**src/rtl/hazard_sequencer.sv**
```systemverilog
// Pipeline hazard sequencer: operand forwarding, load-use and redirect
// handling, and a memory-wait FSM with timeout abort and stall accounting.
module hazard_sequencer #(
    parameter int unsigned MEM_TIMEOUT = 15,
    parameter int unsigned CNT_W       = 16
) (
    input  logic             clk,
    input  logic             rst,
    input  logic [4:0]       RS1_D,
    input  logic [4:0]       RS2_D,
    input  logic [4:0]       RS1_E,
    input  logic [4:0]       RS2_E,
    input  logic [4:0]       RD_E,
    input  logic [4:0]       RD_M,
    input  logic [4:0]       RD_W,
    input  logic             RegWriteM,
    input  logic             RegWriteW,
    input  logic             ResultSrcE,
    input  logic             PCSrcE,
    input  logic             mem_req_M,
    input  logic             mem_ack,
    output logic             StallF,
    output logic             StallD,
    output logic             StallE,
    output logic             StallM,
    output logic             FlushD,
    output logic             FlushE,
    output logic             FlushW,
    output logic [1:0]       ForwardAE,
    output logic [1:0]       ForwardBE,
    output logic             mem_error,
    output logic [CNT_W-1:0] stall_count
);

    typedef enum logic [1:0] {
        StRun     = 2'd0,
        StMemWait = 2'd1,
        StAbort   = 2'd2
    } state_t;

    localparam logic [7:0] TimeoutVal = 8'(MEM_TIMEOUT);

    state_t           stateQ, stateD;
    logic [7:0]       waitCntQ, waitCntD;
    logic             memErrorQ, memErrorD;
    logic [CNT_W-1:0] stallCntQ;
    logic             loadUse;
    logic             memMiss;

    assign loadUse = ResultSrcE && (RD_E != 5'd0) && ((RD_E == RS1_D) || (RD_E == RS2_D));
    assign memMiss = mem_req_M && !mem_ack;

    assign mem_error   = memErrorQ;
    assign stall_count = stallCntQ;

    // Operand forwarding: Memory result beats Writeback result; x0 never forwards.
    always_comb begin
        ForwardAE = 2'b00;
        ForwardBE = 2'b00;
        if (RegWriteM && (RD_M != 5'd0) && (RD_M == RS1_E)) begin
            ForwardAE = 2'b10;
        end else if (RegWriteW && (RD_W != 5'd0) && (RD_W == RS1_E)) begin
            ForwardAE = 2'b01;
        end
        if (RegWriteM && (RD_M != 5'd0) && (RD_M == RS2_E)) begin
            ForwardBE = 2'b10;
        end else if (RegWriteW && (RD_W != 5'd0) && (RD_W == RS2_E)) begin
            ForwardBE = 2'b01;
        end
    end

    // Next-state and stall/flush decode; priority is memory miss > redirect > load-use.
    always_comb begin
        stateD    = stateQ;
        waitCntD  = waitCntQ;
        memErrorD = memErrorQ;
        StallF    = 1'b0;
        StallD    = 1'b0;
        StallE    = 1'b0;
        StallM    = 1'b0;
        FlushD    = 1'b0;
        FlushE    = 1'b0;
        FlushW    = 1'b0;
        unique case (stateQ)
            StRun: begin
                if (memMiss) begin
                    // Stall pattern is raised already in the entry cycle.
                    StallF   = 1'b1;
                    StallD   = 1'b1;
                    StallE   = 1'b1;
                    StallM   = 1'b1;
                    stateD   = StMemWait;
                    waitCntD = 8'd1;
                end else if (PCSrcE) begin
                    FlushD = 1'b1;
                    FlushE = 1'b1;
                end else if (loadUse) begin
                    StallF = 1'b1;
                    StallD = 1'b1;
                    FlushE = 1'b1;
                end
            end
            StMemWait: begin
                StallF = 1'b1;
                StallD = 1'b1;
                StallE = 1'b1;
                StallM = 1'b1;
                FlushW = 1'b1;
                if (mem_ack) begin
                    stateD   = StRun;
                    waitCntD = 8'd0;
                end else if (waitCntQ == TimeoutVal) begin
                    // Error flag is visible from the abort cycle onwards.
                    stateD    = StAbort;
                    memErrorD = 1'b1;
                end else if (waitCntQ != 8'hFF) begin
                    waitCntD = waitCntQ + 8'd1;
                end
            end
            StAbort: begin
                FlushW    = 1'b1;
                memErrorD = 1'b1;
                stateD    = StRun;
                waitCntD  = 8'd0;
            end
            default: begin
                stateD   = StRun;
                waitCntD = 8'd0;
            end
        endcase
        // Reset forces every stall and flush low without waiting for a clock.
        if (rst) begin
            StallF = 1'b0;
            StallD = 1'b0;
            StallE = 1'b0;
            StallM = 1'b0;
            FlushD = 1'b0;
            FlushE = 1'b0;
            FlushW = 1'b0;
        end
    end

    // FSM state, wait counter and sticky error register.
    always_ff @(posedge clk or posedge rst) begin
        if (rst) begin
            stateQ    <= StRun;
            waitCntQ  <= 8'd0;
            memErrorQ <= 1'b0;
        end else begin
            stateQ    <= stateD;
            waitCntQ  <= waitCntD;
            memErrorQ <= memErrorD;
        end
    end

    // Saturating count of fetch-stall cycles.
    always_ff @(posedge clk or posedge rst) begin
        if (rst) begin
            stallCntQ <= '0;
        end else if (StallF && (stallCntQ != {CNT_W{1'b1}})) begin
            stallCntQ <= stallCntQ + 1'b1;
        end
    end

endmodule

```
**config.mk**
```make
export PLATFORM = sky130hd
export DESIGN_NAME = hazard_sequencer
export DESIGN_NICKNAME = d
export VERILOG_FILES = /design/src/rtl/hazard_sequencer.sv
export SDC_FILE = /design/constraint.sdc
export NUM_CORES = 1
export LEC_CHECK = 0
export CAP_MARGIN = 30
export CELL_PAD_IN_SITES_DETAIL_PLACEMENT = 1
export CELL_PAD_IN_SITES_GLOBAL_PLACEMENT = 2
export CORE_MARGIN = 2
export CORE_UTILIZATION = 23
export DETAILED_ROUTE_END_ITERATION = 8
export PLACE_DENSITY_LB_ADDON = 0.1
export REMOVE_ABC_BUFFERS = 1
export SLEW_MARGIN = 20
export SYNTH_ARGS = -nofsm -noshare
export SYNTH_HDL_FRONTEND = slang
export SYNTH_SLANG_ARGS = --single-unit
```
**constraint.sdc**
```tcl
create_clock -name clk -period 2 [get_ports clk]
set_input_delay 0.3 -clock clk [delete_from_list [all_inputs] [get_ports clk]]
set_output_delay 0.3 -clock clk [all_outputs]
set_load 0.01 [all_outputs]
```
==> results.json <==
{
  "endpoint_kind": "output port",
  "grt_usage_pct": 13.7,
  "worstPathRequired_ps": 1700,
  "cts.reportedPaths.clkPinSlew_ps": 110,
  "layout-drive-gt1-share_pct": 31.3,
  "cts_tree": "done",
  "relSlewSlack_pct": 76.0,
  "p_per_area_mw_per_mm2": 684,
  "synthDistinctLibCells": 33,
  "overflow": 0,
  "ff_latch_area_um2": 676,
  "vdd_drop_max_uv": 374,
  "status": "finished clean",
  "path_class": "input pin to output port",
  "ant_nets": 0,
  "dr_total_vias": 1810,
  "min_path_type": "register to register",
  "clock.fmax_mhz": 512,
  "synth_cells": 190,
  "rows": 32,
  "yosysWarnings": 0,
  "avgViaCountPerCell": 4.36,
  "worstSkewPairLatency_ps": 280,
  "drt_iter0_drc": 24,
  "critical_path_peak_fanout": 2,
  "mostFrequentLayoutCells": "50 x buf_4, 30 x xnor2_1, 27 x clkdlybuf4s50_1, 27 x dfrtp_1, 22 x dlygate4sd2_1",
  "grt_max_degree": 28,
  "grt_pass1_vias": 1925,
  "wl_per_cell_um": 14.1,
  "numCtsBuffers": 3,
  "die_x_um": 92.1,
  "p_leak_uw": 0.00141,
  "die-area_mm2": 0.00848,
  "rsz0062_at_grt": "yes",
  "setup-violations-final": 0,
  "post-dp-hpwl_mm": 4.63,
  "clockBufferDepth": 2,
  "critPathArrivalTime_ps": 1650,
  "ys_seq_area_share_pct": 37.8,
  "antenna_found_initial": 0,
  "layout.nets": 362,
  "die_h_um": 92.1,
  "tightest_slew_ps": 359,
  "diodes": 0,
  "drv_cap": 0,
  "dr.pass1.iters": 2,
  "fin_crit_sh_pct": 97.7,
  "netlist_area_mm2": 0.00179,
  "layout_commonest_cell": "buf_4",
  "crit_path_start_kind": "input pin",
  "h-tree-depth": 1,
  "drv_slew": 0,
  "core_mm2": 0.00761,
  "cts_num_sinks": 27,
  "io_buffer_count": 70,
  "io_pins": 71,
  "cts-root-buf": "clkbuf_8",
  "fin_crit_ps": 1950,
  "routed_wl_mm": 5.83,
  "avgSynthCellArea_um2": 9.40,
  "fin_util_pct": 40.8,
  "place_ws_ps": -797,
  "drcViolationCount": 0,
  "initial_core_util_pct": 23.5,
  "multi_input_area_mm2": 0.00119,
  "hold_viol_final": 0,
  "grt_pass1_wl_mm": 9.34,
  "setup_ws_ps": 45.3,
  "skew_ps": 8.75,
  "fill_cells": 914,
  "area_growth_pct": 73.7,
  "gp_congestion": 0.820,
  "ys_ff_latch": 27
}
[through the flow]
stage	hold slack (ps)	total power, uW	instances	instance area [um2]	TNS (ps)
after floorplan	353	1130	187	1760	-53.7
after global placement	485	1730	407	2960	-8650
after detailed placement	486	1730	407	2960	-9510
after CTS	509	2110	412	3010	0
after global routing	534	2290	415	3100	-20.7
final	498	2120	415	3100	0
[what timing repair did]
action	CTS	global route
setup endpoints to repair	19	16
resized for setup	88	28
hold buffers	0	0
pin swaps	23	14
buffers inserted	3	3
[cells in the mapped netlist (all sizes together)]
library cell  count  area [um2]
o211a             1        10.0
o21ai             2        10.0
dfrtp            27         676
o22ai             2        12.5
a31o              1        8.76
a211oi            1        7.51
a21oi             8        43.8
or2               1        6.26
nand2            16        60.1
inv               8        30.0
nor2b             2        12.5
nor4              4        25.0
buf               3        26.3
nand2b            1        6.26
xor2             20         175
or4               5        37.5
nor2             14        52.6
nand3b            1        7.51
mux2              1        11.3
or3b              1        8.76
and2b             1        7.51
ha                5        62.6
xnor2            31         272
nand3             8        40.0
a21boi            1        11.3
nor3              3        15.0
a41o              1        10.0
nand4            13        81.3
a221o             1        10.0
and3              7        48.8
[where the power goes]
group          switching, uW  internal (uW)  total [uW]
logic                    488            582        1070
registers               81.6            631         712
clock network            192            147         338
[state kept, by name (all words and copies together), names as in the netlist]
register     count
waitCntQ         8
mem_error        1
stall_count     16
stateQ           2
[worst paths after layout]
kind	start	endpoint	slack, ps	depth (start not counted)
max	RS2_E[1]	ForwardBE[0]	50	5
min	stall_count[15]	stall_count[15]	500	1
max in group asynchronous	rst	waitCntQ[6]	1160	4
min in group asynchronous	rst	stall_count[15]	570	4
min reg2reg	stall_count[15]	stall_count[15]	500	1
max reg2reg	stateQ[0]	stall_count[8]	100	10
[cell type report]
type | count | share of cell area [%]
clock buffer | 3 | 1.33
clock inverter | 1 | 0.282
inverter | 8 | 0.969
multi-input combinational | 152 | 38.5
sequential | 27 | 21.8
tap | 102 | 4.12
timing repair buffer | 122 | 33.0
[per-layer routing]
layer	share of wire [%]	track usage, %	wire length, um
met3	1.9	2.14	110
met1	44	17.6	2540
met4	0	1.49	0
met5	0	0	0
met2	55	25.1	3180
[cells by family (layout without fill, tap and decap cells)]
| group | Yosys count | in the layout | synth area share, % |
|---|---|---|---|
| muxes | 1 | 1 | 0.631 |
| DFF | 27 | 27 | 37.8 |
| AOI/OAI and AO/OA | 18 | 18 | 6.94 |
| and+or+nand+nor | 77 | 77 | 22.9 |
| xor gates and xnor gates | 51 | 51 | 25.0 |
| adders and majority gates | 5 | 5 | 3.50 |
| buffers and inverters | 11 | 134 | 3.15 |
[critical path: stages]
cell and delay, ps:
dlygate4sd2_1 250, xor2_1 170, or4_1 490, nor4_2 270, buf_2 170
No activity file was read; power rests on OpenSTA's default activity.
